==> src/rtl/alarm_minigame_ctrl_pkg.sv <==
// Shared types and constants for the alarm mini-game controller.
// Latency: n/a (declarations only).
// Backpressure: n/a.
// Contents: FSM state enum, alarm_state output codes, BCD/time widths,
// mini-game width and a BCD minute-add helper used by the snooze path.
package alarm_minigame_ctrl_pkg;

  localparam int BCD_W      = 4;
  localparam int TIME_W     = 4 * BCD_W;
  localparam int MINIGAME_W = 10;

  typedef enum logic [1:0] {
    ST_IDLE    = 2'd0,
    ST_RINGING = 2'd1,
    ST_GAME    = 2'd2,
    ST_OFF     = 2'd3
  } state_e;

  localparam logic [2:0] AS_IDLE    = 3'b000;
  localparam logic [2:0] AS_RINGING = 3'b001;
  localparam logic [2:0] AS_GAME    = 3'b010;
  localparam logic [2:0] AS_OFF     = 3'b100;

  function automatic logic [2:0] state_code(input state_e s);
    logic [2:0] code;
    case (s)
      ST_RINGING: code = AS_RINGING;
      ST_GAME:    code = AS_GAME;
      ST_OFF:     code = AS_OFF;
      default:    code = AS_IDLE;
    endcase
    return code;
  endfunction

  // Adds 'add' minutes to a BCD {M10,M1} pair, wrapping 59 -> 00.
  function automatic logic [7:0] bcd_min_add(input logic [7:0] mm, input int add);
    int mins;
    mins = (10 * int'(mm[7:4]) + int'(mm[3:0]) + add) % 60;
    return {4'(mins / 10), 4'(mins % 10)};
  endfunction

endpackage

==> src/rtl/alarm_minigame_ctrl_if.sv <==
// Bundle of the alarm mini-game service signals (everything except clk/rst).
// Latency: n/a (wiring only).
// Backpressure: none; all signals are levels or single-cycle pulses.
// master: drives time/alarm/switch/button inputs, observes LEDs/state.
// slave : the controller, consuming inputs and driving LEDs/state/score.
interface alarm_minigame_ctrl_if;
  import alarm_minigame_ctrl_pkg::*;

  logic                  spdt4;
  logic [TIME_W-1:0]     current_time;
  logic [TIME_W-1:0]     alarm_time;
  logic                  push_m;
  logic                  push_d;
  logic [MINIGAME_W-1:0] mini_game;
  logic [MINIGAME_W-1:0] mini_game_led;
  logic [2:0]            alarm_state;
  logic                  alarm_blink;
  logic [3:0]            score;
  logic                  finish4;

  modport master (
    output spdt4, current_time, alarm_time, push_m, push_d, mini_game,
    input  mini_game_led, alarm_state, alarm_blink, score, finish4
  );

  modport slave (
    input  spdt4, current_time, alarm_time, push_m, push_d, mini_game,
    output mini_game_led, alarm_state, alarm_blink, score, finish4
  );

endinterface

==> src/rtl/alarm_minigame_ctrl_minigame_target_lfsr.sv <==
// Picks the mini-game target: 8-bit LFSR, mod-10 reduction, one-hot decode.
// Latency: new target visible the cycle after step_i is sampled high.
// Backpressure: none; every step_i pulse is accepted.
// Ports: clk, rst (async, active high), step_i (reload strobe),
//        led_o (one-hot of the current target).
module minigame_target_lfsr
  import alarm_minigame_ctrl_pkg::*;
#(
  parameter logic [7:0] LFSR_SEED = 8'hA5
) (
  input  logic                  clk,
  input  logic                  rst,
  input  logic                  step_i,
  output logic [MINIGAME_W-1:0] led_o
);

  logic [7:0] lfsr_q, lfsr_d;
  logic [3:0] target_q, target_d;
  logic [3:0] pick_raw, pick_alt;
  logic [8:0] lfsr_inc;
  logic [MINIGAME_W-1:0] one;

  always_comb begin
    lfsr_inc = {1'b0, lfsr_q} + 9'd1;
    pick_raw = 4'(lfsr_q % 8'd10);
    // 9-bit increment so 255+1 reduces as 256, not 0.
    pick_alt = 4'(lfsr_inc % 9'd10);
    lfsr_d   = lfsr_q;
    target_d = target_q;
    if (step_i) begin
      // Fibonacci form of x^8+x^6+x^5+x^4+1.
      lfsr_d   = {lfsr_q[6:0], lfsr_q[7] ^ lfsr_q[5] ^ lfsr_q[4] ^ lfsr_q[3]};
      // Never repeat the previous target back to back.
      target_d = (pick_raw == target_q) ? pick_alt : pick_raw;
    end
  end

  always_ff @(posedge clk or posedge rst) begin
    if (rst) begin
      lfsr_q   <= LFSR_SEED;
      target_q <= 4'd0;
    end else begin
      lfsr_q   <= lfsr_d;
      target_q <= target_d;
    end
  end

  assign one   = {{(MINIGAME_W-1){1'b0}}, 1'b1};
  assign led_o = one << target_q;

endmodule

==> src/rtl/alarm_minigame_ctrl.sv <==
// Alarm compare + ring + switch-matching mini-game to silence the alarm.
// Latency: outputs registered; state/score/finish4 change on the transition edge.
// Backpressure: none; inputs are sampled every cycle.
// Ports: clk, rst (async, active high), ctl_if (slave modport: spdt4,
//   current_time, alarm_time, push_m, push_d, mini_game in; mini_game_led,
//   alarm_state, alarm_blink, score, finish4 out).
// Optional: define ALARM_SNOOZE_EN to enable push_d snooze (+SNOOZE_MIN minutes).
module alarm_minigame_ctrl
  import alarm_minigame_ctrl_pkg::*;
#(
  parameter int         ROUNDS         = 3,
  parameter int         TIMEOUT_CYCLES = 5,
  parameter logic [7:0] LFSR_SEED      = 8'hA5,
  parameter int         SNOOZE_MIN     = 5
) (
  input logic                  clk,
  input logic                  rst,
  alarm_minigame_ctrl_if.slave ctl_if
);

  state_e                state_q, state_d;
  logic [2:0]            alarm_state_q, alarm_state_d;
  logic                  blink_q, blink_d;
  logic [3:0]            score_q, score_d;
  logic [7:0]            timer_q, timer_d;
  logic                  finish_q, finish_d;
  logic                  push_m_q;
  logic [MINIGAME_W-1:0] mini_game_q;
  logic                  eq_q;

  logic                  eq_now;
  logic                  push_m_rise;
  logic [MINIGAME_W-1:0] tog;
  logic [MINIGAME_W-1:0] led_raw;
  logic                  lfsr_step;
  logic                  snooze_hit;
  logic                  snooze_req;
  logic [TIME_W-1:0]     eff_alarm;

  minigame_target_lfsr #(.LFSR_SEED(LFSR_SEED)) u_target (
    .clk   (clk),
    .rst   (rst),
    .step_i(lfsr_step),
    .led_o (led_raw)
  );

`ifdef ALARM_SNOOZE_EN
  logic              push_d_q;
  logic              snoozed_q, snoozed_d;
  logic [TIME_W-1:0] snooze_q, snooze_d;
  logic [TIME_W-1:0] alarm_prev_q;

  assign snooze_hit = ctl_if.push_d & ~push_d_q;

  always_comb begin
    snoozed_d = snoozed_q;
    snooze_d  = snooze_q;
    // A new alarm setting always cancels a pending snooze.
    if (ctl_if.alarm_time != alarm_prev_q) begin
      snoozed_d = 1'b0;
    end else if (snooze_req) begin
      snoozed_d = 1'b1;
      snooze_d  = {bcd_min_add(ctl_if.current_time[15:8], SNOOZE_MIN),
                   ctl_if.current_time[7:0]};
    end
  end

  always_ff @(posedge clk or posedge rst) begin
    if (rst) begin
      push_d_q     <= 1'b0;
      snoozed_q    <= 1'b0;
      snooze_q     <= '0;
      alarm_prev_q <= '0;
    end else begin
      push_d_q     <= ctl_if.push_d;
      snoozed_q    <= snoozed_d;
      snooze_q     <= snooze_d;
      alarm_prev_q <= ctl_if.alarm_time;
    end
  end

  assign eff_alarm = snoozed_q ? snooze_q : ctl_if.alarm_time;
`else
  logic unused_snooze;
  assign unused_snooze = ^{ctl_if.push_d, snooze_req, 32'(SNOOZE_MIN)};
  assign snooze_hit    = 1'b0;
  assign eff_alarm     = ctl_if.alarm_time;
`endif

  assign eq_now      = (ctl_if.current_time == eff_alarm);
  assign push_m_rise = ctl_if.push_m & ~push_m_q;
  assign tog         = ctl_if.mini_game ^ mini_game_q;

  always_comb begin
    state_d    = state_q;
    score_d    = score_q;
    timer_d    = timer_q;
    lfsr_step  = 1'b0;
    snooze_req = 1'b0;
    case (state_q)
      ST_IDLE: begin
        score_d = 4'd0;
        timer_d = 8'd0;
        // Ring only on the rising edge of the time match.
        if (ctl_if.spdt4 && eq_now && !eq_q) state_d = ST_RINGING;
      end
      ST_RINGING: begin
        if (!ctl_if.spdt4) begin
          state_d = ST_IDLE;
        end else if (snooze_hit) begin
          state_d    = ST_IDLE;
          snooze_req = 1'b1;
        end else if (push_m_rise) begin
          state_d   = ST_GAME;
          score_d   = 4'd0;
          timer_d   = 8'd0;
          lfsr_step = 1'b1;
        end
      end
      ST_GAME: begin
        if (!ctl_if.spdt4) begin
          state_d = ST_IDLE;
          score_d = 4'd0;
          timer_d = 8'd0;
        end else if (tog != '0) begin
          timer_d   = 8'd0;
          lfsr_step = 1'b1;
          // Exact match against the one-hot target: multi-bit toggles miss.
          if (tog == led_raw) begin
            score_d = score_q + 4'd1;
            if (score_q + 4'd1 == 4'(ROUNDS)) state_d = ST_OFF;
          end else begin
            score_d = 4'd0;
          end
        end else if (timer_q == 8'(TIMEOUT_CYCLES - 1)) begin
          timer_d   = 8'd0;
          score_d   = 4'd0;
          lfsr_step = 1'b1;
        end else begin
          timer_d = timer_q + 8'd1;
        end
      end
      ST_OFF: begin
        if (!ctl_if.spdt4) begin
          state_d = ST_IDLE;
          score_d = 4'd0;
        end
      end
      default: state_d = ST_IDLE;
    endcase

    blink_d       = (state_d == ST_RINGING || state_d == ST_GAME) ? ~blink_q : 1'b0;
    finish_d      = (state_d == ST_OFF) && (state_q != ST_OFF);
    alarm_state_d = state_code(state_d);
  end

  always_ff @(posedge clk or posedge rst) begin
    if (rst) begin
      state_q       <= ST_IDLE;
      alarm_state_q <= AS_IDLE;
      blink_q       <= 1'b0;
      score_q       <= 4'd0;
      timer_q       <= 8'd0;
      finish_q      <= 1'b0;
      push_m_q      <= 1'b0;
      mini_game_q   <= '0;
      eq_q          <= 1'b0;
    end else begin
      state_q       <= state_d;
      alarm_state_q <= alarm_state_d;
      blink_q       <= blink_d;
      score_q       <= score_d;
      timer_q       <= timer_d;
      finish_q      <= finish_d;
      push_m_q      <= ctl_if.push_m;
      mini_game_q   <= ctl_if.mini_game;
      eq_q          <= eq_now;
    end
  end

  assign ctl_if.mini_game_led = (state_q == ST_GAME) ? led_raw : '0;
  assign ctl_if.alarm_state   = alarm_state_q;
  assign ctl_if.alarm_blink   = blink_q;
  assign ctl_if.score         = score_q;
  assign ctl_if.finish4       = finish_q;

endmodule

==> src/flat_wrapper.sv <==
// flat-port wrapper written by rule: the top's interface ports become plain ports
module alarm_minigame_ctrl_flat import alarm_minigame_ctrl_pkg::*;
#(
  parameter int         ROUNDS         = 3,
  parameter int         TIMEOUT_CYCLES = 5,
  parameter logic [7:0] LFSR_SEED      = 8'hA5,
  parameter int         SNOOZE_MIN     = 5
)
  (clk, rst, ctl_if_spdt4, ctl_if_current_time, ctl_if_alarm_time, ctl_if_push_m, ctl_if_push_d, ctl_if_mini_game, ctl_if_mini_game_led, ctl_if_alarm_state, ctl_if_alarm_blink, ctl_if_score, ctl_if_finish4);
  alarm_minigame_ctrl_if ctl_if_i ();
  input logic clk;
  input logic rst;
  input wire logic [$bits(ctl_if_i.spdt4)-1:0] ctl_if_spdt4;
  input wire logic [$bits(ctl_if_i.current_time)-1:0] ctl_if_current_time;
  input wire logic [$bits(ctl_if_i.alarm_time)-1:0] ctl_if_alarm_time;
  input wire logic [$bits(ctl_if_i.push_m)-1:0] ctl_if_push_m;
  input wire logic [$bits(ctl_if_i.push_d)-1:0] ctl_if_push_d;
  input wire logic [$bits(ctl_if_i.mini_game)-1:0] ctl_if_mini_game;
  output wire logic [$bits(ctl_if_i.mini_game_led)-1:0] ctl_if_mini_game_led;
  output wire logic [$bits(ctl_if_i.alarm_state)-1:0] ctl_if_alarm_state;
  output wire logic [$bits(ctl_if_i.alarm_blink)-1:0] ctl_if_alarm_blink;
  output wire logic [$bits(ctl_if_i.score)-1:0] ctl_if_score;
  output wire logic [$bits(ctl_if_i.finish4)-1:0] ctl_if_finish4;
  assign ctl_if_i.spdt4 = ctl_if_spdt4;
  assign ctl_if_i.current_time = ctl_if_current_time;
  assign ctl_if_i.alarm_time = ctl_if_alarm_time;
  assign ctl_if_i.push_m = ctl_if_push_m;
  assign ctl_if_i.push_d = ctl_if_push_d;
  assign ctl_if_i.mini_game = ctl_if_mini_game;
  assign ctl_if_mini_game_led = ctl_if_i.mini_game_led;
  assign ctl_if_alarm_state = ctl_if_i.alarm_state;
  assign ctl_if_alarm_blink = ctl_if_i.alarm_blink;
  assign ctl_if_score = ctl_if_i.score;
  assign ctl_if_finish4 = ctl_if_i.finish4;
  alarm_minigame_ctrl #(.ROUNDS(ROUNDS), .TIMEOUT_CYCLES(TIMEOUT_CYCLES), .LFSR_SEED(LFSR_SEED), .SNOOZE_MIN(SNOOZE_MIN)) u_core (.clk(clk), .rst(rst), .ctl_if(ctl_if_i));
endmodule
==> config.mk <==
export PLATFORM = sky130hd
export DESIGN_NAME = alarm_minigame_ctrl_flat
export DESIGN_NICKNAME = d
export VERILOG_FILES = /design/src/rtl/alarm_minigame_ctrl_pkg.sv /design/src/rtl/alarm_minigame_ctrl_if.sv /design/src/rtl/alarm_minigame_ctrl_minigame_target_lfsr.sv /design/src/rtl/alarm_minigame_ctrl.sv /design/src/flat_wrapper.sv
export SDC_FILE = /design/constraint.sdc
export NUM_CORES = 1
export LEC_CHECK = 0
export BUFFER_PORTS_ARGS = -buffer_cell sky130_fd_sc_hd__clkbuf_2
export CORE_MARGIN = 4
export CORE_UTILIZATION = 44
export CTS_BUF_LIST = sky130_fd_sc_hd__clkbuf_8
export DETAILED_ROUTE_END_ITERATION = 16
export HOLD_SLACK_MARGIN = 0.08
export PLACE_DENSITY_LB_ADDON = 0.3
export SETUP_SLACK_MARGIN = 0.4
export SLEW_MARGIN = 20
export SYNTH_ARGS = -nofsm -noshare
export SYNTH_HDL_FRONTEND = slang
export SYNTH_SLANG_ARGS = --single-unit
==> constraint.sdc <==
create_clock -name clk -period 10 [get_ports clk]
set_input_delay 1.5 -clock clk [delete_from_list [all_inputs] [get_ports clk]]
set_output_delay 1.5 -clock clk [all_outputs]
set_load 0.01 [all_outputs]
* After elaboration in Yosys (flattened, before gate mapping)
Cells that the tools add are included.
** Word-level totals
- Register bits :: 43
- Output and inout port bits :: 19
- Logic and storage cells :: 83
** Cells by class
- $add $sub $neg :: 3
- Divide/modulo/power cells :: 2
- Equal/unequal tests :: 16
- Shift-type cells :: 1
- Mux-type cells :: 33
- Bitwise logic cells :: 7
- Reductions and logical operators :: 10
** Operator list (count)
- 2-to-1 mux 8 bit :: 5
- 2-to-1 mux 4 bit :: 8
- one-hot mux 8 bit (3 select lines) :: 1
- == test 16 bit :: 1
- 2-to-1 mux 2 bit :: 8
- one-hot mux 4 bit (4 select lines) :: 1
- == test 10 bit :: 1
- 2-to-1 mux 10 bit :: 1
- nonzero test 10 bit :: 1
- << shifter 1 x 4 -> 10 bit (first input constant) :: 1
- XOR 10 bit :: 1
- adder 8 x 1 -> 9 bit (second input constant) :: 1
- remainder unit 9 x 4 -> 9 bit (second input constant) :: 1
- one-hot mux 3 bit (3 select lines) :: 1
- adder 8 x 1 -> 8 bit (second input constant) :: 1
- == test 2 bit (second input constant) :: 4
- == test 8 x 3 -> 1 bit (second input constant) :: 1
- remainder unit 8 x 4 -> 8 bit (second input constant) :: 1
- one-hot mux 2 bit (4 select lines) :: 1
- 2-to-1 mux 1 bit :: 6
- != test 2 bit (second input constant) :: 3
- adder 4 x 1 -> 4 bit (second input constant) :: 1
- == test 2 x 1 -> 1 bit (second input constant) :: 2
- == test 4 x 2 -> 1 bit (second input constant) :: 1
- 14 further kinds :: 19

* Longest topological paths before layout
Gate-level depths: netlist of run 1.
- Depth in word-level cells :: 10
- Mapped depth :: 18

* Cells and area by module
Synthesis of run 1 repeated with hierarchy kept, for this count alone.
** Second synthesis, totals
- Cell total of the unflattened synthesis :: 536
- Area total of the unflattened synthesis :: 4438.0 sq um
** By module, submodules not included
- minigame_target_lfsr :: instances 1, cells each 335, area each 2302.2 sq um
- alarm_minigame_ctrl :: instances 1, cells each 201, area each 2135.8 sq um

* Worst setup path before layout of run 1
OpenSTA, ideal clock, no wires.
- Path kind :: register to register
- Start :: register u_core.u_target.lfsr_q[0]
- End :: register u_core.u_target.target_q[1]
- Library setup time :: 104 ps
- Data arrival time :: 3885 ps
- Data required time :: 9896 ps
- Path slack :: 6011 ps
- Stages on the path, launching flop included :: 18
- Path buffers :: 1
- Period minus slack after synthesis :: 3989 ps
- Cells stage by stage :: dfstp_2 > ha_1 > buf_2 > nand4_1 > or4_4 > o2111ai_2 > and2_1 > nand2_1 > xnor2_1 > nor2_1 > o41ai_1 > ha_1 > or2_2 > a21boi_2 > o211ai_2 > xnor2_1 > or4b_1 > o311ai_1
** On the way
- Longest elaborated chain between the ends :: 3
- Elaborated cells between the ends (all ways) :: 5
- Those cells by class :: 1 x add/sub; 2 x div; 1 x eq/ne; 1 x mux
** RTL lines
- start, declared :: line alarm_minigame_ctrl_minigame_target_lfsr.sv:17 : logic [7:0] lfsr_q, lfsr_d;
- start signal, assigned :: line alarm_minigame_ctrl_minigame_target_lfsr.sv:43 : lfsr_q <= lfsr_d;
- adder 8 x 1 -> 9 bit / remainder unit 8 x 4 -> 8 bit (equally long branches) :: line alarm_minigame_ctrl_minigame_target_lfsr.sv:24, alarm_minigame_ctrl_minigame_target_lfsr.sv:25
- remainder unit 9 x 4 -> 9 bit / == test 4 bit (equally long branches) :: line alarm_minigame_ctrl_minigame_target_lfsr.sv:27, alarm_minigame_ctrl_minigame_target_lfsr.sv:34
- 2-to-1 mux 4 bit * :: line alarm_minigame_ctrl_minigame_target_lfsr.sv:34 : target_d = (pick_raw == target_q) ? pick_alt : pick_raw;
- end signal, assigned :: line alarm_minigame_ctrl_minigame_target_lfsr.sv:44 : target_q <= target_d;
- end, declared :: line alarm_minigame_ctrl_minigame_target_lfsr.sv:18 : logic [3:0] target_q, target_d;
Mark *: on every way between the ends. The rest lies on a longest branch, timed or not.
A chain may end at the register's enable or synchronous reset.

* Worst setup path after layout of run 1
- Start :: register u_core.u_target.lfsr_q[3]
- End :: register u_core.u_target.target_q[1]
Same word-level chain as after synthesis.

==> results.md, run 1 <==
- Syn_area_per_cell: 8.12 um2
- Antenna violations before repair: 0
- Num Clock Sinks: 43
- Top cell type's share of synthesized area: between 20% and 30%
- Unrepaired setup endpoints after global routing: no
- DRT iter0 DRCs: about 150
- First-pass GRT wire length: about 15000 um
- WL final: between 8000 and 9000 um
- M1 WL: 4100 um
- Sequential power share: ~26%
- Vias in the first global route: 3469
- Power per Cell Area: 290 mW/mm2
- Min-delay worst type: reg -> reg
- Critical Path Most Common Cell: xnor2_1
- Setup TNS: 0 ns
- Clock-pin slew on the worst setup and hold paths: around 0.080 ns
- Count of final setup violators: 0
- Clock latency on the worst-skew pair: approximately 0.30 ns
- Largest net degree at the start of global routing: 44
- Post-synth top cells: nand2_1 (48), xnor2_1 (43), dfrtp_1 (39), nor2_1 (39), o21ai_0 (34)
- Crit. Startpoint: u_core.u_target.lfsr_q[3]$_DFFE_PP0P_
- Seq/Total Area, Yosys: about 28%
- Post-synth top area cell: dfrtp_1
- Maximum clock path buffer count: 2
- TritonCTS clock tree: done
- Sw Share: approximately 50%
- Max-cap violations: 0
- RR Startpoint: u_core.u_target.lfsr_q[3]$_DFFE_PP0P_
- Kind of critical path: reg -> reg
- Post-synth EDFFs: 0
- Final Power: ~0.0012 W
- P_sw: 0.000618 W
- Die area: roughly 0.010 mm2
- CTS H-tree depth: 2
- Port Buffers: 64
- Met3 Routed Length: around 470 um
- Period utilization: 48.3%
- Clock power share: a little under an eighth
- Die Height: 102 um
- Number of synthesized register bits: 43
- # rows: 33
- Synth warn: 0
- TritonRoute pass-1 iters: 4
- Critical path peak fanout: 29
- Total track usage: 17.8%
- Post_cts resized: 0
- Initial Util: between 40% and 50%
- Grt ovf: 0
- CP max stage cell: dfrtp_1
- Worst Min Path Start: u_core.ctl_if.alarm_blink$_DFF_PP0_
- Core box area: between 0.008 and 0.009 mm2
- Net count, final: between 500 and 600
- Top cells by area, synth: dfrtp_1 (25%), xnor2_1 (9.7%), ha_1 (6.1%), nand2_1 (4.7%), o21ai_0 (4.4%)
- DRC viols: 0
- Req. time, crit path: about 10 ns
- Vias: around 3600
- Leakage: 1.79 nW
- CP endpoint kind: flop
- P&R area growth vs syn: 11.1%
- Syn Nets: 543
- Max Freq: a little over 200 MHz
- Post-Synthesis Cell Area: 0.00387 mm2
- Avg Vias per Cell: ~5.8
- Wire length per cell: 14.2 um
- CP arrival: a little over 5 ns
- Internal power: 0.000628 W
- Max_slew headroom: about a third
- Share of cells above drive strength 1: a little under a fifth
- DR top layer: met4
- Worst path max stage delay: approximately 0.99 ns
- I/O Pins: 66
- Fin Clk Skew: around 0.011 ns
- Post-route ant nets: 0
- WL met2: around 4200 um
- Final hold slack: between 0.4 and 0.5 ns
- Max rail drop VDD: 0.122 mV
- Num CTS Buffers: 5
- Final hold violation count: 0
- Tightest Pin Transition: between 1 and 1.5 ns
- Status: finished, final reports clean
- Synth Instances: between 400 and 500
- Diodes inserted: 0
- Final HPWL DP: ~6600 um
- Max-slew violations: 0
- Placer Congestion: a little under 0.9
- Post-CTS setup buffer count: 0
- Hold buffer count at CTS: 0
- Top-count cell post-synth: nand2_1
- Clk root buf: clkbuf_8
- Async SR Flop Fraction: 100%
- Yosys cell types: 73
- Prevailing post-synth register cell: dfrtp_1
- CP Launch Type: flop
- Tmin final: 4.83 ns
- Comb pwr share: a little over three fifths
- Critical path cell sequence: nand3_1 -> or4_4 -> o2111ai_2 -> and2_1 -> nand2_1 -> xnor2_1 -> nor2_1 -> o41ai_1 -> ha_1 -> or2_2 -> o2bb2ai_1 -> o211ai_2 -> xnor2_1 -> or4b_1 -> o311ai_1
- Die X: around 100 um
registers in the layout (all words and copies together) (netlist names):
| name | flops |
|---|---|
| u_core.eq_q | 1 |
| u_core.ctl_if.finish4 | 1 |
| u_core.push_m_q | 1 |
| u_core.ctl_if.score | 4 |
| u_core.timer_q | 8 |
| u_core.ctl_if.alarm_blink | 1 |
| u_core.mini_game_q | 10 |
| u_core.u_target.lfsr_q | 8 |
| u_core.ctl_if.alarm_state | 3 |
| u_core.state_q | 2 |
| u_core.u_target.target_q | 4 |
critical path: cells and delay by family, from the launching register on:
| family | cells | cell delay (ns) |
|---|---|---|
| xor gates and xnor gates | 2 | 0.40 |
| DFF | 1 | 0.99 |
| adders and majority gates | 1 | 0.24 |
| AOI/OAI and AO/OA | 5 | 1.17 |
| and+or+nand+nor | 7 | 1.92 |
cells by family after synthesis:
family          synth area share, %
flops                          27.9
fa+ha+maj                      6.43
buf+inv                        5.72
xor+xnor                       12.9
simple gates                   24.7
compound gates                 21.8
mux                           0.549
power by group through the flow:
stage / Combinational [W] / Sequential (W) / Clock, W
5_1_grt: 0.000893 / 0.000332 / 0.000153
3_5_place_dp: 0.000780 / 0.000322 / 0
6_report: 0.000782 / 0.000321 / 0.000143
4_1_cts: 0.000783 / 0.000319 / 0.000147
3_3_place_gp: 0.000758 / 0.000319 / 0
2_1_floorplan: 0.000734 / 0.000239 / 0
metrics by stage:
step / util (%) / instance area [um2] / setup slack, ns / cells
final: 51.3 / 4300 / 5.17 / 627
after global routing: 51.3 / 4300 / 4.69 / 627
after CTS: 51.3 / 4300 / 5.18 / 627
after detailed placement: 49.9 / 4180 / 5.18 / 619
after global placement: 49.9 / 4180 / 5.28 / 619
after floorplan: - / 3870 / 6.01 / 477
worst paths after layout:
kind | end | slack (ns) | cells after the start
min | u_core.ctl_if.alarm_blink$_DFF_PP0_ | 0.45 | 1
max in group asynchronous | u_core.u_target.lfsr_q[5]$_DFFE_PP1P_ | 8.32 | 3
min in group asynchronous | u_core.timer_q[7]$_DFFE_PP0P_ | 1.30 | 3
max reg2reg | u_core.u_target.target_q[1]$_DFFE_PP0P_ | 5.17 | 15
min reg2reg | u_core.ctl_if.alarm_blink$_DFF_PP0_ | 0.45 | 1
max | u_core.u_target.target_q[1]$_DFFE_PP0P_ | 5.17 | 15
layer usage:
layer	vias up	track usage (%)
met2	87	29.8
met3	12	3.41
li1	1800	-
met1	1710	23.9
met5	-	0
met4	0	4.14
area by class of cell:
class | count | area (um2)
Clock buffer | 6 | 82.6
Inverter | 17 | 63.8
Tap cell | 105 | 131
Fill cell | 797 | 4080
Sequential cell | 43 | 1080
Timing Repair Buffer | 66 | 335
Clock inverter | 2 | 35.0
Multi-Input combinational cell | 388 | 2570
cell usage in the layout, fill, tap and decap left out, types with 3 or more instances in the layout:
master    count
a211oi_1      5
a21o_1        4
a21oi_1      18
a31oi_1       6
and2_1        3
and3_1        8
clkbuf_2     64
clkbuf_8      6
dfrtp_1      39
dfstp_2       4
ha_1         19
inv_1        16
nand2_1      48
nand2b_1     12
nand3_1      13
nand3b_1      4
nand4_1      16
nor2_1       38
nor2b_1       8
nor3_1       15
nor4_1        4
o211ai_1      5
o21a_1        3
o21ai_0      34
o21ai_1       6
o22ai_1       6
o31ai_1       4
or2_2         4
xnor2_1      43
xor2_1       12
(Power assumes the default switching activity.)
==> run 2, diff against run 1 <==
ABC_AREA = 1   (was not set)
clock period = 4.7 ns   (was 10 ns; I/O delays follow)
==> run 2 against run 1 <==
Register-to-register slack worse by 4.2 ns. Wire length down 20%. First-iteration DRC count down 30%. Cell area down 3.3%. Die area down 6.4%. Non-clock buffer count down 1. Cell count up 5.7%.
==> results.md, run 2 <==
- Status: finished, final reports clean
- Worst setup slack after layout: 1.02 ns
- I/O Pins: 66
- Placer Congestion: ~0.85
- Count of final setup violators: 0
- Initial Util: 45.9%
- Avg Vias per Cell: 4.82
- Num CTS Buffers: 5
- CTS H-tree depth: 2
- Core box area: 0.00785 mm2
- Post-DP Area: 0.00403 mm2
- CP endpoint kind: flop
- Period utilization: just under 80%
- Net count, final: roughly 630
- Prevailing post-synth register cell: dfrtp_1
- DRC viols: 0
- WHS Path Cells: 1
- WL final: roughly 7100 um
- Largest net degree at the start of global routing: 44
- Max-slew violations: 0
- Maximum clock path buffer count: 2
- Fin Clk Skew: approximately 0.003 ns
- Power per Cell Area: 639 mW/mm2
- Antenna violations before repair: 0
- Met3 Routed Length: 416 um
- First-pass GRT wire length: 13000 um
- Max Freq: about 270 MHz
- Hold buffer count at CTS: 0
- Die Height: 98.5 um
- Max-cap violations: 0
- WL met2: roughly 3400 um
- Kind of critical path: reg -> reg
- Top cell type's share of synthesized area: a little over a quarter
- Post_cts resized: 0
- Critical path peak fanout: 6
- Clock-pin slew on the worst setup and hold paths: 0.08 ns
- Max reg flops: 10
- Post-CTS setup buffer count: 0
- TritonRoute pass-1 iters: 4
- Tmin final: between 3 and 4 ns
- Number of synthesized register bits: 43
- Worst path max stage delay: 0.60 ns
- Largest reg by FF count: u_core.mini_game_q
- Post-synth top area cell: dfrtp_1
- Clk root buf: clkbuf_8
- Vias in the first global route: just over 3000
- Leakage: around 2.1 nW
- Final hold violation count: 0
- # rows: 32
- Largest registers: u_core.mini_game_q (10), u_core.timer_q (8), u_core.u_target.lfsr_q (8)
- Total track usage: between 10% and 20%
- Unrepaired setup endpoints after global routing: no
- CP Launch Type: flop
- Post-synth top cells: nand2_1 (113), inv_1 (63), nor2_1 (43)
- Die area: 0.00970 mm2
- Synth warn: 0
- Vias: 3198
- Post-route ant nets: 0
- Wire length per cell: between 10 and 15 um
- Seq/Total Area, Yosys: 30.0%
- Share of cells above drive strength 1: between 20% and 30%
- Syn Nets: ~560
- Grt ovf: 0
- Port Buffers: 64
- DP Worst Slack: slightly below 1 ns
- Most frequent cells in the layout: nand2_1 (113), inv_1 (64), clkbuf_2 (64)
- Min-delay worst type: reg -> reg
- Setup TNS: 0 ns
- Yosys cell types: 47
- Critical Path Most Common Cell: nand2_2
- Footprint of the multi-input gates: 0.00220 mm2
- Sequential cell area: about 0.0011 mm2
- Max rail drop VDD: around 0.24 mV
- Commonest non-fill, non-tap cell in the layout: nand2_1
- Die X: 98.5 um
- Post-Synthesis Cell Area: approximately 0.0036 mm2
- DRT iter0 DRCs: 104
- Syn_area_per_cell: a little over 7 um2
- TritonCTS clock tree: done
- Placed cell count: 655
- CP arrival: 3.87 ns
- Diodes inserted: 0
- Synth Instances: a little under 500
- M1 WL: 3190 um
- Async SR Flop Fraction: 100%
- Post-route non-filler standard cell count: around 660
- Post-synth EDFFs: 0
- Req. time, crit path: approximately 4.9 ns
- R2r setup slk: a little over 1 ns
- Filler cell count: between 700 and 800
- Clock latency on the worst-skew pair: around 0.29 ns
- Num Clock Sinks: 43
- Max_slew headroom: 57.3%
- CP max stage cell: dfstp_2
- Top-count cell post-synth: nand2_1
- DR top layer: met4
- Top cells by area, synth: dfrtp_1 (27%), nand2_1 (12%), ha_1 (6.6%), inv_1 (6.6%), xor2_1 (6.3%)
- Tightest Pin Transition: 0.638 ns
- Post-Layout Inst Area: approximately 0.0042 mm2
- Final HPWL DP: roughly 5900 um
- Worst R2R Path Depth: 32
- P&R area growth vs syn: 15.5%
run 2: cell count changes in the layout (fill, tap and decap cells not counted), sizes merged, moves of 10 or more:
cell,previous run,this run
inv,17,72
nand3,13,43
nand2b,12,0
xor2,13,28
xnor2,43,17
nand2,49,141
nand4,16,6
o21ai,41,22
run 2: worst paths after layout:
kind,start,end
worst max-delay path,u_core.u_target.lfsr_q[0]$_DFFE_PP1P_,u_core.u_target.target_q[1]$_DFFE_PP0P_
worst min-delay path,u_core.ctl_if.alarm_blink$_DFF_PP0_,u_core.ctl_if.alarm_blink$_DFF_PP0_
worst max register to register,u_core.u_target.lfsr_q[0]$_DFFE_PP1P_,u_core.u_target.target_q[1]$_DFFE_PP0P_
worst min register to register,u_core.ctl_if.alarm_blink$_DFF_PP0_,u_core.ctl_if.alarm_blink$_DFF_PP0_
max in group asynchronous,rst,u_core.u_target.lfsr_q[5]$_DFFE_PP1P_
min in group asynchronous,rst,u_core.mini_game_q[7]$_DFF_PP0_
run 2: worst max-delay path: cells and delay by family, from the launching register on:
kind,cells,cell delay [ns]
adder cells (fa/ha/maj),2,0.40
AND/OR/NAND/NOR,28,2.39
AO/OA/AOI/OAI,1,0.11
flip-flops,1,0.60
buffers and inverters,1,0.05
run 2: logic make-up after synthesis:
kind of cell               after synthesis  synth area share (%)
AOI/OAI and AO/OA                       44                  7.71
xor gates and xnor gates                45                  11.7
adders and majority gates               19                  6.60
buffers and inverters                   81                  8.96
DFF                                     43                  30.0
muxes                                    1                 0.382
and+or+nand+nor                        262                  34.7
run 2: power by group:
| part | internal, W | switching, W |
|---|---|---|
| sequential | 0.000452 | 0.0000907 |
| clock | 0.000210 | 0.000124 |
| combinational | 0.000656 | 0.00113 |
| total | 0.00132 | 0.00134 |
run 2: layer usage:
| layer | GRT usage (%) | vias to the layer above |
|---|---|---|
| li1 | - | 1691 |
| met1 | 19.8 | 1428 |
| met2 | 26.9 | 72 |
| met3 | 3.11 | 7 |
| met4 | 4.20 | 0 |
| met5 | 0 | - |
run 2: area by class of cell:
type	instances	area share, %
flip-flops and latches	43	26.0
well taps	102	3.07
clock inverters	3	1.53
repair buffers	65	7.88
inverters	74	7.04
clock buffers	5	1.65
multi-input cells	371	52.9
run 2: metrics by stage:
step	total power, W	hold WS [ns]	utilization, %
3_5_place_dp	0.00235	0.425	51.3
6_report	0.00266	0.431	53.0
3_3_place_gp	0.00230	0.414	51.3
4_1_cts	0.00270	0.443	53.0
5_1_grt	0.00300	0.456	53.0
2_1_floorplan	0.00204	0.457	-
